--- src/rtl/seg_scan_controller.sv ---
// Scan sequencer for a 3-digit multiplexed 7-segment display: slot timing, dead time,
// leading-zero blanking and frame-aligned value swap. Optional macro: SEG_SCAN_DIMMING_EN.
module seg_scan_controller #(
    parameter int SCAN_DIV     = 10000,
    parameter int BLANK_CYCLES = 100
) (
    input  logic        clk,
    input  logic        reset,
    input  logic [11:0] bcd_in,
    input  logic        load_valid,
    output logic        load_ready,
    input  logic        lz_blank,
`ifdef SEG_SCAN_DIMMING_EN
    input  logic [2:0]  brightness,
`endif
    output logic [3:0]  digit_code,
    output logic [1:0]  digit_sel,
    output logic [2:0]  digit_en,
    output logic        frame_done
);

    localparam int              CW        = (SCAN_DIV > 1) ? $clog2(SCAN_DIV) : 1;
    localparam logic [CW-1:0]   CNT_LAST  = CW'(SCAN_DIV - 1);
    localparam logic [CW-1:0]   BLANK_LEN = CW'(BLANK_CYCLES);

    typedef enum logic {ST_BLANK, ST_DRIVE} state_t;

    state_t      state_q, state_d;
    logic [CW-1:0] cnt_q, cnt_d;
    logic [1:0]  slot_q, slot_d;
    logic [11:0] active_q, active_d;
    logic [11:0] pending_q, pending_d;
    logic        pending_full_q, pending_full_d;
    logic        slot_en_q, slot_en_d;
    logic [3:0]  code_q, code_d;
    logic [2:0]  en_q, en_d;
    logic        frame_done_q, frame_done_d;
    logic        ready_q, ready_d;

    logic        wrap, boundary, accept, suppress, show, in_window;
    logic [3:0]  nib;

`ifdef SEG_SCAN_DIMMING_EN
    localparam logic [31:0] DRIVE_LEN = 32'(SCAN_DIV - BLANK_CYCLES);
    logic [2:0]  bright_q, bright_d;
    logic [31:0] win_len, win_off;
`endif

    always_comb begin
        wrap     = (cnt_q == CNT_LAST);
        boundary = wrap && (slot_q == 2'd2);
        accept   = load_valid && ready_q;

        cnt_d  = wrap ? '0 : cnt_q + CW'(1);
        slot_d = slot_q;
        if (wrap) begin
            slot_d = (slot_q >= 2'd2) ? 2'd0 : slot_q + 2'd1;
        end

        active_d       = active_q;
        pending_d      = pending_q;
        pending_full_d = pending_full_q;
        if (boundary && pending_full_q) begin
            active_d       = pending_q;
            pending_full_d = 1'b0;
        end
        // Accept and swap are exclusive: ready is low whenever pending is full.
        if (accept) begin
            pending_d      = bcd_in;
            pending_full_d = 1'b1;
        end

        // Digit for the slot about to start, taken from the post-swap value.
        case (slot_d)
            2'd0:    nib = active_d[3:0];
            2'd1:    nib = active_d[7:4];
            2'd2:    nib = active_d[11:8];
            default: nib = 4'hF;
        endcase
        suppress = lz_blank &&
                   (((slot_d == 2'd2) && (active_d[11:8] == 4'd0)) ||
                    ((slot_d == 2'd1) && (active_d[11:8] == 4'd0) && (active_d[7:4] == 4'd0)));
        show = (nib <= 4'd9) && !suppress;

        slot_en_d = slot_en_q;
        code_d    = code_q;
        if (wrap) begin
            slot_en_d = show;
            code_d    = show ? nib : 4'hF;
        end

        state_d = (cnt_d < BLANK_LEN) ? ST_BLANK : ST_DRIVE;

`ifdef SEG_SCAN_DIMMING_EN
        bright_d  = wrap ? brightness : bright_q;
        win_len   = ((32'(bright_d) + 32'd1) * DRIVE_LEN) >> 3;
        win_off   = 32'(cnt_d - BLANK_LEN);
        in_window = (win_off < win_len);
`else
        in_window = 1'b1;
`endif

        en_d = (state_d == ST_DRIVE && slot_en_d && in_window) ? (3'b001 << slot_d) : 3'b000;
        frame_done_d = boundary;
        ready_d      = !pending_full_d;
    end

    always_ff @(posedge clk) begin
        if (reset) begin
            state_q        <= ST_BLANK;
            cnt_q          <= '0;
            slot_q         <= 2'd0;
            active_q       <= 12'h000;
            pending_q      <= 12'h000;
            pending_full_q <= 1'b0;
            slot_en_q      <= 1'b1;
            code_q         <= 4'h0;
            en_q           <= 3'b000;
            frame_done_q   <= 1'b0;
            ready_q        <= 1'b1;
`ifdef SEG_SCAN_DIMMING_EN
            bright_q       <= brightness;
`endif
        end else begin
            state_q        <= state_d;
            cnt_q          <= cnt_d;
            slot_q         <= slot_d;
            active_q       <= active_d;
            pending_q      <= pending_d;
            pending_full_q <= pending_full_d;
            slot_en_q      <= slot_en_d;
            code_q         <= code_d;
            en_q           <= en_d;
            frame_done_q   <= frame_done_d;
            ready_q        <= ready_d;
`ifdef SEG_SCAN_DIMMING_EN
            bright_q       <= bright_d;
`endif
        end
    end

    assign load_ready = ready_q;
    assign digit_code = code_q;
    assign digit_sel  = slot_q;
    assign digit_en   = en_q;
    assign frame_done = frame_done_q;

endmodule

--- config.mk ---
export PLATFORM = sky130hd
export DESIGN_NAME = seg_scan_controller
export DESIGN_NICKNAME = d
export VERILOG_FILES = /design/src/rtl/seg_scan_controller.sv
export SDC_FILE = /design/constraint.sdc
export NUM_CORES = 1
export LEC_CHECK = 0
export BUFFER_PORTS_ARGS = -buffer_cell sky130_fd_sc_hd__buf_2
export CAP_MARGIN = 5
export CORE_UTILIZATION = 55
export CTS_CLUSTER_SIZE = 12
export DETAILED_ROUTE_END_ITERATION = 12
export PLACE_DENSITY = 0.75
export REMOVE_ABC_BUFFERS = 1
export SYNTH_ARGS = -nofsm -noshare
export SYNTH_HDL_FRONTEND = slang
export SYNTH_SLANG_ARGS = --single-unit
--- constraint.sdc ---
create_clock -name clk -period 3.65 [get_ports clk]
set_input_delay 0.365 -clock clk [delete_from_list [all_inputs] [get_ports clk]]
set_output_delay 0.365 -clock clk [all_outputs]
set_load 0.05 [all_outputs]
Word-level counts from Yosys, hierarchy flattened
Index checks and enable logic that the tools add are counted.
{"block": "word_totals", "regBits": 51}
{"block": "op_classes", "n_addsub": 2, "order_cmp": 3, "n_eq_ne": 4, "shift": 1, "n_mux": 10, "bitwise": 1, "reduce_logical": 16}
{"cell": "$add A14 B1 Y14 const B", "count": 1}
{"cell": "$eq A14 B14 Y1 const B", "count": 1}
{"cell": "$lt A14 B7 Y1 const B", "count": 1}
{"cell": "$mux W14", "count": 1}
{"cell": "$mux W12", "count": 1}
{"cell": "$pmux W4 S3", "count": 1}
{"cell": "$logic_and A1 B1 Y1", "count": 9}
{"cell": "$logic_not A4 Y1", "count": 2}
{"cell": "$eq A2 B2 Y1 const B", "count": 2}
{"cell": "$le A4 B4 Y1 const B", "count": 1}
{"cell": "$mux W1", "count": 4}
{"cell": "$mux W2", "count": 2}
{"cell": "$mux W4", "count": 1}
{"cell": "$shl A1 B2 Y3 const A", "count": 1}
{"cell": "$add A2 B1 Y2 const B", "count": 1}
{"cell": "$eq A2 B1 Y1 const B", "count": 1}
{"cell": "$ge A2 B2 Y1 const B", "count": 1}
{"cell": "$logic_not A1 Y1", "count": 2}
{"cell": "$logic_not A2 Y1", "count": 1}
{"cell": "$reduce_or A2 Y1", "count": 1}
{"cell": "$logic_or A1 B1 Y1", "count": 1}
{"cell": "$not A1 Y1", "count": 1}

Longest topological paths before layout
{"block": "depth", "word_depth": 15, "depth_mapped": 10, "ltp_nobuf": 8}

Least setup slack after synthesis
No wires, ideal clock.
{"block": "synth_timing", "path_type": "register -> register", "from": "register slot_q[0] (netlist: digit_sel[0])", "to": "register code_q[2] (netlist: digit_code[2])", "setup_ns": 0.135, "arrival_ns": 2.332, "required_ns": 3.515, "slack_ns": 1.183, "stages_incl_launch_ff": 9, "cell_sequence": "dfxtp_1 -> clkbuf_1 -> nand3b_1 -> mux2_2 -> mux2_2 -> a32oi_1 -> a31o_2 -> nor3b_4 -> a211oi_2"}
{"block": "synth_between", "elab_chain_len": 12, "elab_cells_between_ends": 23, "cone_classes": "add/sub: 1; order compare: 2; eq/ne: 3; mux: 5; reduce/logical: 12"}
{"element": "start: declaration", "line_no": "30", "source": "logic [1:0] slot_q, slot_d;"}
{"element": "start signal: assignment", "line_no": "127", "source": "slot_q <= slot_d;"}
{"element": "branches (longest 11 deep; another with $le A4 B4 Y1)"}
{"element": "$mux W4 (*)", "line_no": "89", "source": "code_d = show ? nib : 4'hF;"}
{"element": "end signal: assignment", "line_no": "132", "source": "code_q <= code_d;"}
{"element": "end: declaration", "line_no": "35", "source": "logic [3:0] code_q, code_d;"}
Mark *: on every way between the ends.
A chain may end at the register's enable or synchronous reset.

Worst setup path in the final report
{"block": "layout_timing", "from": "register cnt_q[0]", "to": "register code_q[2] (netlist: digit_code[2])"}
{"block": "layout_between", "elab_chain_len": 12, "elab_cells_between_ends": 20, "cone_classes": "order compare: 1; eq/ne: 3; mux: 4; reduce/logical: 12"}
{"element": "start: declaration", "line_no": "29", "source": "logic [CW-1:0] cnt_q, cnt_d;"}
{"element": "start signal: assignment", "line_no": "126", "source": "cnt_q <= cnt_d;"}
{"element": "$eq A14 B14 Y1 (*)", "line_no": "50", "source": "wrap = (cnt_q == CNT_LAST);"}
{"element": "branches (longest 11 deep; another with $le A4 B4 Y1)"}
Marks and branches as above.

==> metrics.md <==
| Metric | Value |
|---|---|
| Outcome | finished, final reports clean |
| Number of buffers created by CTS | 5 |
| CP Capture Type | flip-flop |
| Chip width | 71.0 um |
| R2R cell count | 8 |
| Total GRT Usage | 24.4% |
| Global routing usage on met3 | 4.56% |
| Busiest grt layer | met1 |
| Post-Syn Instances | around 330 |
| H-tree depth | 2 |
| Post_cts resized | 0 |
| Total of warnings raised by yosys | 0 |
| Unique cell type count in the Yosys netlist | 58 |
| Initial Utilization | around 59% |
| Largest cells by area after synthesis | dfxtp_1 (39%), nand2_1 (10%), a21oi_1 (5.7%) |
| Routability cong. | just under 1 |
| Pre-CTS setup slack | around 900 ps |
| Pre-Repair DR Iteration Count | 6 |
| DRT iter0 DRCs | 274 |
| CP peak stage delay | 710 ps |
| Final Slew Violations | 0 |
| #FFs+latches synth | 51 |
| Final Hold Fails | 0 |
| Asr flop ratio synth | 0% |
| RSZ-0062 raised after global routing | false |
| Max clock buf depth | 2 |
| Crit path max fanout | 15 |
| Startpoint Class | flip-flop |
| Cells after DPL | between 300 and 400 |
| Fmax | 352 MHz |
| Post-synth EDFFs | 0 |
| Clk sinks | 51 |
| Multi-input logic area | 1460 um^2 |
| Area grow syn2layout | 8.88% |
| Vias in the first global route | roughly 2,000 |
| Worst slew pin tran | 813 ps |
| # nets final | 365 |
| Post-DRT Antenna Nets | 0 |
| Internal | 796 uW |
| Layout cells sized above 1 | 16.3% |
| Layout fillers | between 400 and 500 |
| Largest net degree at the start of global routing | 38 |
| Final instance area | around 2900 um^2 |
| Initial antenna violation count | 0 |
| Die height | 71.0 um |
| Setup Buffers After CTS | 0 |
| Slowest-stage cell, CP | nor4_4 |
| Routed wire length | 5.81 mm |
| Clock transition at path regs | 100 ps |
| DRC Markers | 0 |
| Area after DPL | 2740 um^2 |
| Sw Pwr | 230 uW |
| Setup TNS | 0 ps |
| WP data arrival | 3020 ps |
| Crit path kind | reg2reg |
| Clk pwr share | 38.2% |
| Post-DP HPWL | 4.03 mm |
| Yosys top cell area share | around 39% |
| Grt met2 use | roughly a third |
| Number of endpoints failing setup at the final stage | 0 |
| Core Rows | 24 |
| Hold-critical path depth | 3 |
| Req. time, crit path | 3830 ps |
| CTS tree | done |
| Hold bufs inserted after CTS | 0 |
| Maximum VDD drop | 0.261 mV |
| Finished Layout Cells | 401 |
| Core Box Area | 4470 um^2 |
| ANT cells | 0 |
| Tmin final | 2840 ps |
| Crit share post-route | 77.7% |
| Part of the Yosys area used for sequential elements | 39.0% |
| Slew Limit Headroom | between 40% and 50% |
| Syn_area_per_cell | about 7.9 um^2 |
| Comb power frac | 5.2% |
| Final WS setup | 813 ps |
| GRT met1 Usage | 35.6% |
| Storage element area | about 1000 um^2 |
| Flop pwr share | between 50 and 60% |
| Lkg Pwr | 0.00105 uW |
| Clk root buf | clkbuf_8 |
| Routed vias/inst | 5.82 |
| Worst min path class | in2reg |
| Cell Chain, Critical Path | ha_1, nand3_1, nor4_4, nand4_1, a32oi_1, a31o_2, nor3b_4, a211oi_2 |
| IO Pins | 27 |
| Synth Cell Area | approximately 2600 um^2 |
| First-pass GRT wire length | 9.69 mm |
| Power Dens Cells | approximately 360 nW/um^2 |
| Final Core Density | 63.8% |
| Worst skew pair latency | 310 ps |
| Post-detailed-route wirelength per cell | 14.5 um |
| Max-cap viol count | 0 |
| Overflow after GRT | 0 |
| Clock skew | 11.8 ps |
| Ys flop type | dfxtp_1 |
| Port-buffer cells | 26 |
| Vias | 2,333 |
| Synth area leader | dfxtp_1 |
| Sw Share | 22.4% |
| Die ar. | 5040 um^2 |
## placed cells by master, fill, tap and decap left out, drive strengths merged, types with 8 or more instances in the layout
master	count
xnor2	9
nor2	34
a21oi	30
dfxtp	51
nor3	8
buf	31
nand2	73
nand4	8
inv	8
nand3	10
o21ai	11
## registers in the layout (all words and copies together) (netlist names)
register and cells:
active_q 12, cnt_q 14, digit_code 4, digit_en 3
digit_sel 2, frame_done 1, load_ready 1, pending_full_q 1
pending_q 12, slot_en_q 1
## critical path: cells and delay by family (launching register included)
family	cells	cell delay, ps
and+or+nand+nor	4	1370
DFF	1	420
AOI/OAI and AO/OA	3	650
adders and majority gates	1	280
## final cells by class
class / instances / area share, %
clock inverter: 2 / 1.36
inverter: 7 / 0.921
timing repair buffer: 31 / 5.88
tap: 52 / 2.28
multi-input combinational: 252 / 51.2
sequential: 51 / 35.8
clock buffer: 6 / 2.54
## through the flow
stage / power [uW] / hold slack [ps]
global placement: 647 / 456
global route: 1070 / 272
CTS: 1040 / 278
finish: 1030 / 281
floorplan: 621 / 430
detailed placement: 648 / 463
## cells by family (layout without fill, tap and decap cells)
logic type	Yosys count	count (layout)	share of synthesized area (%)
simple gates	165	165	30.6
flops	51	51	39.0
xor+xnor	11	11	3.68
mux	8	8	3.72
fa+ha+maj	1	1	0.477
buf+inv	28	46	5.25
compound gates	67	67	17.3
## layer usage
metal / wire [um] / vias to the layer above
met1: 2890 / 1068
met4: 77 / 0
met3: 270 / 8
li1: - / 1189
met2: 2570 / 68
met5: 0 / -
## worst paths after layout
path / start / endpoint / slack, ps
setup / recovery: cnt_q[0] / digit_code[2] / 810
hold / removal: bcd_in[11] / pending_q[11] / 280
setup reg to reg: cnt_q[0] / digit_code[2] / 810
hold reg to reg: active_q[3] / active_q[3] / 470
## cells in the mapped netlist (3+ instances only)
cell type / number
a211oi_2: 3
a21oi_1: 30
and3_1: 7
buf_2: 5
buf_6: 3
clkbuf_1: 10
dfxtp_1: 51
inv_1: 7
mux2_2: 4
mux2i_1: 3
nand2_1: 73
nand2b_1: 4
nand3_1: 9
nand4_1: 8
nor2_1: 33
nor3_1: 8
nor3b_1: 3
nor4_1: 4
o21ai_0: 10
xnor2_1: 9
## power by group through the flow
stage               sequential [uW]  combinational, uW  clock [uW]
finish                          581               53.7         391
detailed placement              594               53.9           0
global route                    583               60.0         428
CTS                             581               54.1         403
floorplan                       594               27.0           0
global placement                593               53.6           0
No activity file was read; power rests on OpenSTA's default activity.
